**src/rtl/hcsr04_pkg.sv**
```systemverilog
// ----------------------------------------------------------------------------
// hcsr04_pkg
// Shared definitions for the HC-SR04 echo timer:
//   - state_t      : measurement FSM state encoding (exported on o_state)
//   - DEF_*        : default parameter values for hcsr04_echo_timer
// ----------------------------------------------------------------------------
package hcsr04_pkg;

    // Encoding is visible to software through the status register, so the
    // numeric values are fixed.
    typedef enum logic [2:0] {
        ST_IDLE      = 3'd0,
        ST_TRIG      = 3'd1,
        ST_WAIT_RISE = 3'd2,
        ST_MEASURE   = 3'd3,
        ST_HOLDOFF   = 3'd4
    } state_t;

    // 10 us trigger at 64 MHz
    localparam int DEF_TRIG_CYCLES    = 640;
    // 25 ms: no-echo / over-range limit
    localparam int DEF_TIMEOUT_CYCLES = 1_600_000;
    // 64 ms between trigger starts
    localparam int DEF_PERIOD_CYCLES  = 4_096_000;
    localparam int DEF_CNT_W          = 24;

endpackage

```
**src/rtl/hcsr04_echo_timer_sync.sv**
```systemverilog
// ----------------------------------------------------------------------------
// hcsr04_sync
// Two-flop synchroniser that brings the asynchronous echo pin into the i_clk
// domain.
// Ports:
//   i_clk   : clock
//   i_rst   : synchronous active-high reset, clears both flops
//   i_async : asynchronous input
//   o_sync  : synchronised output (second flop)
// ----------------------------------------------------------------------------
module hcsr04_sync (
    input  logic i_clk,
    input  logic i_rst,
    input  logic i_async,
    output logic o_sync
);

    logic meta;

    always_ff @(posedge i_clk) begin
        if (i_rst) begin
            meta   <= 1'b0;
            o_sync <= 1'b0;
        end else begin
            meta   <= i_async;
            o_sync <= meta;
        end
    end

endmodule

```
**src/rtl/hcsr04_echo_timer.sv**
```systemverilog
// ----------------------------------------------------------------------------
// hcsr04_echo_timer
// Drives the HC-SR04 trigger pin, then times the width of the echo pulse in
// i_clk cycles. Measurements repeat no faster than once per PERIOD_CYCLES.
//
// Optional build macro HCSR04_AVG_EN: when defined, o_echo_cycles reports the
// mean of the last 4 non-timeout results instead of the raw result.
//
// Parameters:
//   TRIG_CYCLES    : trigger high time in cycles
//   TIMEOUT_CYCLES : max wait for echo rise and max echo width
//   PERIOD_CYCLES  : minimum spacing between trigger starts
//   CNT_W          : counter and result width
// Ports:
//   i_clk         : clock, all logic on rising edge
//   i_rst         : synchronous active-high reset
//   i_enable      : permits a new measurement to start (sampled in IDLE only)
//   i_echo        : asynchronous echo pin
//   o_trigger     : registered trigger pin
//   o_echo_cycles : last result, held until the next o_valid
//   o_valid       : one-cycle pulse when o_echo_cycles/o_timeout update
//   o_timeout     : last result timed out
//   o_busy        : FSM not in IDLE
//   o_state       : FSM state encoding
// ----------------------------------------------------------------------------
module hcsr04_echo_timer
    import hcsr04_pkg::*;
#(
    parameter int TRIG_CYCLES    = DEF_TRIG_CYCLES,
    parameter int TIMEOUT_CYCLES = DEF_TIMEOUT_CYCLES,
    parameter int PERIOD_CYCLES  = DEF_PERIOD_CYCLES,
    parameter int CNT_W          = DEF_CNT_W
) (
    input  logic             i_clk,
    input  logic             i_rst,
    input  logic             i_enable,
    input  logic             i_echo,
    output logic             o_trigger,
    output logic [CNT_W-1:0] o_echo_cycles,
    output logic             o_valid,
    output logic             o_timeout,
    output logic             o_busy,
    output logic [2:0]       o_state
);

    localparam logic [CNT_W-1:0] TRIG_LAST    = CNT_W'(TRIG_CYCLES - 1);
    localparam logic [CNT_W-1:0] TIMEOUT_VAL  = CNT_W'(TIMEOUT_CYCLES);
    localparam logic [CNT_W-1:0] TIMEOUT_LAST = CNT_W'(TIMEOUT_CYCLES - 1);
    localparam logic [CNT_W-1:0] PERIOD_LAST  = CNT_W'(PERIOD_CYCLES - 1);

    state_t           state;
    state_t           next_state;
    logic             echo_s;
    logic             echo_d;
    logic             echo_rise;
    logic             echo_fall;
    logic [CNT_W-1:0] cnt;
    logic [CNT_W-1:0] cnt_next;
    logic [CNT_W-1:0] period_cnt;
    logic [CNT_W-1:0] period_next;
    logic             trigger_next;
    logic             done;
    logic             done_timeout;
    logic [CNT_W-1:0] done_value;
    logic             result_load;
    logic [CNT_W-1:0] result_data;

    hcsr04_sync u_sync (
        .i_clk   (i_clk),
        .i_rst   (i_rst),
        .i_async (i_echo),
        .o_sync  (echo_s)
    );

    // Edges are taken against the previous synchronised sample, so a level
    // that is already high when WAIT_RISE is entered is never seen as a rise.
    assign echo_rise = echo_s & ~echo_d;
    assign echo_fall = ~echo_s & echo_d;

    // State register
    always_ff @(posedge i_clk) begin
        if (i_rst) begin
            state <= ST_IDLE;
        end else begin
            state <= next_state;
        end
    end

    // Next-state logic
    always_comb begin
        next_state = state;
        case (state)
            ST_IDLE: begin
                if (i_enable) next_state = ST_TRIG;
            end
            ST_TRIG: begin
                if (cnt == TRIG_LAST) next_state = ST_WAIT_RISE;
            end
            ST_WAIT_RISE: begin
                if (echo_rise)                next_state = ST_MEASURE;
                else if (cnt == TIMEOUT_LAST) next_state = ST_HOLDOFF;
            end
            ST_MEASURE: begin
                if (echo_fall)               next_state = ST_HOLDOFF;
                else if (cnt >= TIMEOUT_VAL) next_state = ST_HOLDOFF;
            end
            ST_HOLDOFF: begin
                // >= rather than == so a measurement that overruns the
                // period still releases the FSM straight away.
                if (period_cnt >= PERIOD_LAST) next_state = ST_IDLE;
            end
            default: next_state = ST_IDLE;
        endcase
    end

    // Output / counter-update logic
    always_comb begin
        cnt_next     = cnt;
        period_next  = period_cnt;
        trigger_next = (next_state == ST_TRIG);
        done         = 1'b0;
        done_timeout = 1'b0;
        done_value   = '0;

        // Period counter is held at zero in IDLE so it counts from TRIG
        // entry; it saturates instead of wrapping.
        if (state == ST_IDLE) begin
            period_next = '0;
        end else if (period_cnt < PERIOD_LAST) begin
            period_next = period_cnt + 1'b1;
        end

        case (state)
            ST_IDLE: begin
                cnt_next = '0;
            end
            ST_TRIG: begin
                if (cnt == TRIG_LAST) cnt_next = '0;
                else                  cnt_next = cnt + 1'b1;
            end
            ST_WAIT_RISE: begin
                if (echo_rise) begin
                    // The cycle that shows the rise is the first high cycle.
                    cnt_next = CNT_W'(1);
                end else if (cnt == TIMEOUT_LAST) begin
                    cnt_next     = '0;
                    done         = 1'b1;
                    done_timeout = 1'b1;
                    done_value   = '0;
                end else begin
                    cnt_next = cnt + 1'b1;
                end
            end
            ST_MEASURE: begin
                if (echo_fall) begin
                    done         = 1'b1;
                    done_timeout = 1'b0;
                    done_value   = cnt;
                end else if (cnt >= TIMEOUT_VAL) begin
                    done         = 1'b1;
                    done_timeout = 1'b1;
                    done_value   = TIMEOUT_VAL;
                end else if (echo_s) begin
                    cnt_next = cnt + 1'b1;
                end
            end
            default: begin
                cnt_next = cnt;
            end
        endcase
    end

`ifdef HCSR04_AVG_EN
    // Sliding window of the last 4 good results. Timeouts never enter the
    // window, and until it fills the mean is taken over the entries present.
    localparam logic [CNT_W+1:0] THREE = (CNT_W+2)'(3);

    logic [CNT_W-1:0] win0;
    logic [CNT_W-1:0] win1;
    logic [CNT_W-1:0] win2;
    logic [CNT_W-1:0] win3;
    logic [2:0]       avg_count;
    logic [2:0]       count_next;
    logic [CNT_W+1:0] avg_sum;
    logic [CNT_W+1:0] sum_next;
    logic [CNT_W-1:0] mean_next;

    always_comb begin
        sum_next = avg_sum + (CNT_W+2)'(done_value);
        if (avg_count == 3'd4) begin
            sum_next = sum_next - (CNT_W+2)'(win3);
        end
        count_next = (avg_count == 3'd4) ? 3'd4 : avg_count + 3'd1;
        case (count_next)
            3'd1:    mean_next = CNT_W'(sum_next);
            3'd2:    mean_next = CNT_W'(sum_next >> 1);
            3'd3:    mean_next = CNT_W'(sum_next / THREE);
            default: mean_next = CNT_W'(sum_next >> 2);
        endcase
    end

    always_ff @(posedge i_clk) begin
        if (i_rst) begin
            win0      <= '0;
            win1      <= '0;
            win2      <= '0;
            win3      <= '0;
            avg_count <= '0;
            avg_sum   <= '0;
        end else if (done && !done_timeout) begin
            win0      <= done_value;
            win1      <= win0;
            win2      <= win1;
            win3      <= win2;
            avg_count <= count_next;
            avg_sum   <= sum_next;
        end
    end

    // A timeout updates o_timeout but leaves the reported average alone.
    assign result_load = done & ~done_timeout;
    assign result_data = mean_next;
`else
    assign result_load = done;
    assign result_data = done_value;
`endif

    // Counters, echo history and registered outputs
    always_ff @(posedge i_clk) begin
        if (i_rst) begin
            cnt           <= '0;
            period_cnt    <= '0;
            echo_d        <= 1'b0;
            o_trigger     <= 1'b0;
            o_valid       <= 1'b0;
            o_timeout     <= 1'b0;
            o_echo_cycles <= '0;
        end else begin
            cnt        <= cnt_next;
            period_cnt <= period_next;
            echo_d     <= echo_s;
            o_trigger  <= trigger_next;
            o_valid    <= done;
            if (done) begin
                o_timeout <= done_timeout;
            end
            if (result_load) begin
                o_echo_cycles <= result_data;
            end
        end
    end

    assign o_busy  = (state != ST_IDLE);
    assign o_state = state;

endmodule

```
**config.mk**
```make
export PLATFORM = sky130hd
export DESIGN_NAME = hcsr04_echo_timer
export DESIGN_NICKNAME = d
export VERILOG_FILES = /design/src/rtl/hcsr04_pkg.sv /design/src/rtl/hcsr04_echo_timer_sync.sv /design/src/rtl/hcsr04_echo_timer.sv
export SDC_FILE = /design/constraint.sdc
export NUM_CORES = 1
export LEC_CHECK = 0
export ABC_AREA = 1
export CAP_MARGIN = 5
export CORE_ASPECT_RATIO = 1.2
export CORE_MARGIN = 2
export CORE_UTILIZATION = 54
export DETAILED_ROUTE_END_ITERATION = 12
export GPL_TIMING_DRIVEN = 0
export PLACE_DENSITY = 0.8
export SYNTH_ARGS = -nofsm -noshare
export SYNTH_HDL_FRONTEND = slang
export SYNTH_SLANG_ARGS = --single-unit
```
**constraint.sdc**
```tcl
create_clock -name i_clk -period 1.7 [get_ports i_clk]
set_input_delay 0.34 -clock i_clk [delete_from_list [all_inputs] [get_ports i_clk]]
set_output_delay 0.34 -clock i_clk [all_outputs]
set_load 0.005 [all_outputs]
```
Yosys cells after proc, flatten, opt, wreduce, memory -nomap -nowiden. Index checks and enable logic that the tools add are counted.

Register bits after elaboration: 81. Bits of input ports: 4.

$add $sub $neg: 2. Order comparisons: 3. Eq/ne operators: 10. Muxes and demuxes: 25. Bitwise operators: 4. Reduce and logical (&&, ||, !) cells: 5.

Operators with widths (number): two-way mux 24 bit (8); one-hot mux 24 bit (4 select lines) (1); adder 24 x 1 -> 24 bit (second input constant) (2); equality test 24 x 10 -> 1 bit (second input constant) (1); equality test 24 x 21 -> 1 bit (second input constant) (1); greater-or-equal comparator 24 x 21 -> 1 bit (second input constant) (1); greater-or-equal comparator 24 x 22 -> 1 bit (second input constant) (1); less-than comparator 24 x 22 -> 1 bit (second input constant) (1); two-way mux 21 bit (1); two-way mux 3 bit (7); one-hot mux 3 bit (5 select lines) (1); equality test 3 x 1 -> 1 bit (second input constant) (2); equality test 3 x 2 -> 1 bit (second input constant) (2); two-way mux 1 bit (5); != test 2 bit (second input constant) (2); one-hot mux 1 bit (2 select lines) (2); AND reduction 4 bit (1); nonzero test 4 bit (1); equality test 3 bit (second input constant) (1); zero test 3 bit (1); nonzero test 3 bit (1); AND 1 bit (2); != test 2 x 1 -> 1 bit (second input constant) (1); inverter 1 bit (2); OR reduction 2 bit (1).

Longest topological paths before layout.
Depth after elaboration: 5. Depth in mapped cells: 15. Depth with buffers taken out: 14.

By module. From an unflattened synthesis, not the netlist that was laid out.

Cell total of the unflattened synthesis: 695. Area total of the unflattened synthesis: 4565.6 um^2.

Modules (own cells, without submodules): hcsr04_echo_timer (instances 1, cells each 689, area each 4510.6 um^2); hcsr04_sync (instances 1, cells each 6, area each 55.1 um^2).

Worst setup path after synthesis. OpenSTA, ideal clock, no wires.

Kind: register -> register. Start point: reg cnt[0]. End point: reg cnt[20]. Data arrival time: 1.612 ns. Data required time: 1.572 ns. Path slack: -0.040 ns. Cell stages (with the launch flop): 14. Period minus slack after synthesis: 1.740 ns. Cells stage by stage: dfxtp_1 -> ha_1 -> nand3_2 -> inv_2 -> nand2_1 -> nor2_1 -> nand2_1 -> nand2_2 -> nand3_4 -> buf_6 -> nand2_1 -> nand2_1 -> nand2_1 -> nor2_1.

Longest elaborated chain between the ends: 5.

RTL lines: start, declared (RTL line hcsr04_echo_timer.sv:57) `logic [CNT_W-1:0] cnt;`; start signal, assigned (RTL line hcsr04_echo_timer.sv:239) `cnt <= cnt_next;`; adder 24 x 1 -> 24 bit (RTL line hcsr04_echo_timer.sv:139, hcsr04_echo_timer.sv:151, hcsr04_echo_timer.sv:164); two-way mux 24 bit (RTL line hcsr04_echo_timer.sv:163) `end else if (echo_s) begin`; two-way mux 24 bit (RTL line hcsr04_echo_timer.sv:159) `end else if (cnt >= TIMEOUT_VAL) begin`; two-way mux 24 bit (RTL line hcsr04_echo_timer.sv:155) `if (echo_fall) begin`; one-hot mux 24 bit (4 select lines) (RTL line hcsr04_echo_timer.sv:133) `case (state)`.

Parallel ways exist; a longest one is shown, timed or not. The select of a mux whose other input is x is not followed. A chain may end at the register's enable or synchronous reset.

Worst setup path after layout.
Start point: reg cnt[9]. End point: reg cnt[20].

The elaborated chain is that of the path after synthesis.

==> Implementation_results.wiki <==
{| class="wikitable"
! Metric !! Value
|-
| Syn avg cell area || ~6.5 sq um
|-
| Syn Inst Count || 760
|-
| Async S/R FF share, synth || 0%
|-
| Simple logic cell fraction of the synthesized area || 42.12%
|-
| Total power density per cell area || 538.4 nW/um^2
|-
| Distinct cells, synth || between 40 and 50
|-
| Compound-gate portion of the synthesized area || 9.512%
|-
| Global-route usage over all layers || a little under a third
|-
| Detail Route met3 WL || approximately 1.0 mm
|-
| Via count of the first global-routing pass || ~5000
|-
| Number of nets still failing antenna checks after routing || 0
|-
| Number of levels in the clock H-tree || 3
|-
| Period utilisation layout || 105.7%
|-
| Area share of xor/xnor cells in the synthesized design || 3.383%
|-
| Final Routed Wirelength || between 15 and 20 mm
|-
| Buffer depth of the longest clock path || 2
|-
| Worst R2R Path Depth || 13
|-
| FILL cells || 742
|-
| Hold-fix buffer count after cts || 0
|-
| Horizontal die dimension || around 90 um
|-
| Crit path capture type || flip-flop
|-
| Initial core utilization || approximately 55%
|-
| Run status || complete, but fails checks
|-
| Area fraction of the dominant cell type after synthesis || 32.96%
|-
| Most used DFF post-synth || sky130_fd_sc_hd__dfxtp_1
|-
| Critical R2R Launch || cnt[9]$_SDFFE_PP0P_
|-
| Syn. warnings || 0
|-
| Worst-margin pin slew || 0.6614 ns
|-
| Slowest stage cell, crit path || sky130_fd_sc_hd__dfxtp_4
|-
| Leakage power || 2.588 nW
|-
| Core Area || 8939 sq um
|-
| Number of optimization iterations in the first detailed-route pass || 6
|-
| Class of the most critical hold timing path || flip-flop to flip-flop
|-
| Pin count of the biggest net entering global routing || 15
|-
| Vias per Instance || 5.599
|-
| Cell depth of the worst min-delay path || 2
|-
| Post-synthesis net count || 767
|-
| Via count || 5442
|-
| Required time at the endpoint of the critical path || 1.93 ns
|-
| Max FO, Critical Path || 8
|-
| Portion of netlist area occupied by mux cells || 0%
|-
| Category of the critical setup timing path || flip-flop to flip-flop
|-
| Final number of hold-violating endpoints || 0
|-
| M1 wire length || 6.101 mm
|-
| Tmin final || 1.797 ns
|-
| CP Cell Sequence || inv_2 -> nand2_1 -> nor2_1 -> nand2_1 -> nor2_4 -> nand2_2 -> nand2_2 -> nand3_4 -> buf_8 -> nand2_1 -> nand2_1 -> nand2_1 -> nor2_1
|-
| Share of synthesized cell area in full adder, half adder and majority cells || less than 1%
|-
| Top routing layer in use || met4
|-
| Leading cell types in the layout, fill and taps excluded || sky130_fd_sc_hd__nand2_1 (228), sky130_fd_sc_hd__nor2_1 (65), sky130_fd_sc_hd__inv_1 (57)
|-
| Detailed router's first-iteration violation count || roughly 410
|-
| First-pass GRT wire length || 24.63 mm
|-
| TritonCTS clock tree || built
|-
| Largest cells by area after synthesis || sky130_fd_sc_hd__dfxtp_1 (33%), sky130_fd_sc_hd__nand2_1 (19%), sky130_fd_sc_hd__nor2_1 (6.7%), sky130_fd_sc_hd__a21oi_1 (5.2%), sky130_fd_sc_hd__inv_1 (5.0%)
|-
| Kind of cell with the highest combined delay on the critical path || simple AND/OR/NAND/NOR gates
|-
| Clock network latency to the later pin of the worst-skew pair || about 0.37 ns
|-
| Count of port buffers added during placement || 34
|-
| Maximum clock skew at final layout || 0.008866 ns
|-
| Critical register-to-register path endpoint || cnt[20]$_SDFFE_PP0P_
|-
| Total power || approximately 3.6 mW
|-
| Share of cells above drive strength 1 || 30.16%
|-
| Finish-stage setup viols || 29
|-
| Max-slew violation count || 0
|-
| Die span in y || 108.6 um
|-
| Placer Congestion || roughly 0.98
|-
| Cell Area, Synth || between 4000 and 5000 sq um
|-
| Hold path start || u_sync.meta$_SDFF_PP0_
|-
| Max Cap Violations || 0
|-
| Wire length on met2 || 8.463 mm
|-
| Count of unresolved DRC violations after routing || 0
|-
| Cell Rows || 38
|-
| Setup repair after global routing missed its margin || yes
|-
| Post-route worst setup slack || -0.09665 ns
|-
| Number of flip-flops and latches in the synthesized netlist || 81
|-
| Clock sink count || around 80
|-
| Buffer and inverter count on the worst path || 2
|-
| Die ar. || 9893 sq um
|-
| Max stage delay on crit path || 0.39 ns
|-
| CTS root buffer || sky130_fd_sc_hd__clkbuf_8
|-
| Startpoint type of the worst setup path || flip-flop
|-
| Detail Placement HPWL || 11.27 mm
|-
| Setup slack of the worst register-to-register path || -0.1 ns
|-
| Failing checks || setup timing
|-
| CP arrival || about 2.0 ns
|-
| Cell taking the most area after synthesis || sky130_fd_sc_hd__dfxtp_1
|-
| Area growth from synthesis to layout || 34.18%
|-
| Cell with the most instances on the worst path || sky130_fd_sc_hd__nand2_1
|-
| Number of buffers inserted during clock tree synthesis || 9
|-
| # diodes || 0
|-
| Part of the Yosys area used for sequential elements || 32.96%
|-
| Dominant combinational cell family by area after synthesis || simple AND/OR/NAND/NOR gates
|-
| Setup total negative slack || -1.291 ns
|-
| Hold path endpoint || u_sync.o_sync$_SDFF_PP0_
|-
| Max-slew headroom || 55.91%
|-
| Congestion Overflow GR || 0
|-
| Most common cell after layout, fill and taps aside || sky130_fd_sc_hd__nand2_1
|-
| CTS clock-pin slew for the worst setup and hold paths || approximately 0.090 ns
|-
| Final-stage net count || 854
|-
| Worst vdd ir || roughly 0.00041 V
|-
| Number of antenna violations at the first check in global routing || 0
|-
| Post-synth EDFFs || 0
|-
| WL per Instance || approximately 17 um
|-
| FMAX || roughly 0.56 GHz
|-
| IO Pins || 35
|}
## synth_stat cells (2+ instances only)
library cell and number:
sky130_fd_sc_hd__nor2_8 2, sky130_fd_sc_hd__inv_6 3, sky130_fd_sc_hd__nand3_4 4, sky130_fd_sc_hd__o21ai_0 12, sky130_fd_sc_hd__a31oi_1 2, sky130_fd_sc_hd__nand2_2 14
sky130_fd_sc_hd__nor2_4 2, sky130_fd_sc_hd__buf_6 10, sky130_fd_sc_hd__ha_1 3, sky130_fd_sc_hd__xor2_1 14, sky130_fd_sc_hd__nand4_1 22, sky130_fd_sc_hd__inv_2 8
sky130_fd_sc_hd__nand3_1 48, sky130_fd_sc_hd__nor2_1 88, sky130_fd_sc_hd__o21ai_1 6, sky130_fd_sc_hd__nor3_1 24, sky130_fd_sc_hd__clkbuf_8 2, sky130_fd_sc_hd__nor2_2 4
sky130_fd_sc_hd__inv_1 66, sky130_fd_sc_hd__nand3b_1 2, sky130_fd_sc_hd__nand2_1 247, sky130_fd_sc_hd__a21oi_1 51, sky130_fd_sc_hd__dfxtp_1 81, sky130_fd_sc_hd__o211ai_1 2
sky130_fd_sc_hd__a21oi_2 10, sky130_fd_sc_hd__buf_2 8, sky130_fd_sc_hd__xnor2_1 5, sky130_fd_sc_hd__clkbuf_1 7
## stage by stage
| step | utilization, % | std cells | hold slack, ns | area, sq um | setup WS [ns] |
|---|---|---|---|---|---|
| finish | 73.85 | 972 | 0.4151 | 6601 | -0.09665 |
| global route | 73.85 | 972 | 0.4504 | 6601 | -0.1732 |
| CTS | 67.13 | 953 | 0.4190 | 6001 | -0.05895 |
| detailed placement | 60.57 | 914 | 0.4066 | 5414 | -0.4622 |
| global placement | 60.57 | 914 | 0.3891 | 5414 | -0.4198 |
| floorplan | - | 760 | 0.3883 | 4923 | 0.02274 |
## worst reg2reg max path, cell delays in order (launching register included)
cell	delay (ns)
sky130_fd_sc_hd__dfxtp_4	0.39
sky130_fd_sc_hd__inv_2	0.10
sky130_fd_sc_hd__nand2_1	0.06
sky130_fd_sc_hd__nor2_1	0.11
sky130_fd_sc_hd__nand2_1	0.10
sky130_fd_sc_hd__nor2_4	0.17
sky130_fd_sc_hd__nand2_2	0.08
sky130_fd_sc_hd__nand2_2	0.11
sky130_fd_sc_hd__nand3_4	0.16
sky130_fd_sc_hd__buf_8	0.19
sky130_fd_sc_hd__nand2_1	0.07
sky130_fd_sc_hd__nand2_1	0.05
sky130_fd_sc_hd__nand2_1	0.05
sky130_fd_sc_hd__nor2_1	0.03
## what timing repair did
item                                    CTS  global route
cloned                                    2             2
pin swaps                                 4            39
gates resized for setup                  61           143
buffers inserted                         22            23
endpoints found under the setup margin   79            73
## how the worst max path moves through the flow
stage / from / endpoint / slack [ns] / depth (start not counted)
finish: cnt[9]$_SDFFE_PP0P_ / cnt[20]$_SDFFE_PP0P_ / -0.1 / 13
detailed placement: cnt[1]$_SDFFE_PP0P_ / cnt[20]$_SDFFE_PP0P_ / -0.46 / 13
CTS: cnt[10]$_SDFFE_PP0P_ / o_echo_cycles[20]$_SDFFE_PP0P_ / -0.06 / 13
global placement: cnt[1]$_SDFFE_PP0P_ / o_echo_cycles[14]$_SDFFE_PP0P_ / -0.42 / 11
floorplan: cnt[1]$_SDFFE_PP0P_ / cnt[20]$_SDFFE_PP0P_ / 0.02 / 13
global route: cnt[14]$_SDFFE_PP0P_ / cnt[22]$_SDFFE_PP0P_ / -0.17 / 12
## cell families (layout without fill, tap and decap cells)
logic type	Yosys count	after routing
AO/OA/AOI/OAI	84	84
adder cells (fa/ha/maj)	3	3
buffers and inverters	109	201
flip-flops	81	81
XOR/XNOR	19	19
AND/OR/NAND/NOR	464	464
## final cells by class
cell class | instances | area (sq um) | share of cell area [%]
clock inverter | 6 | 66.31 | 1.005
tap | 120 | 150.1 | 2.274
timing repair buffer | 82 | 833.3 | 12.62
timing repair inverter | 1 | 6.256 | 0.09477
sequential | 81 | 1704 | 25.81
inverter | 79 | 341.6 | 5.174
multi-input combinational | 570 | 3142 | 47.59
buffer | 23 | 230.2 | 3.487
clock buffer | 10 | 127.6 | 1.933
## flip-flops by register name, summed over array words and instances (netlist names), 3 cells and up
signal and flops:
cnt 24, o_echo_cycles 24, period_cnt 24, o_state 3
## layer usage
| layer | track usage [%] | up-vias |
|---|---|---|
| met1 | 34.29 | 2474 |
| met2 | 58.04 | 281 |
| met4 | 24.13 | 0 |
| met3 | 3.275 | 91 |
| met5 | 0 | - |
| li1 | - | 2596 |
## power by group
part	internal (mW)	leakage (nW)	switching [mW]
clock network	0.682	0.0889	0.764
logic	0.0842	1.82	0.130
registers	1.89	0.677	0.00965
total	2.65	2.59	0.903
Note: power is estimated with default switching activity, not from simulation.
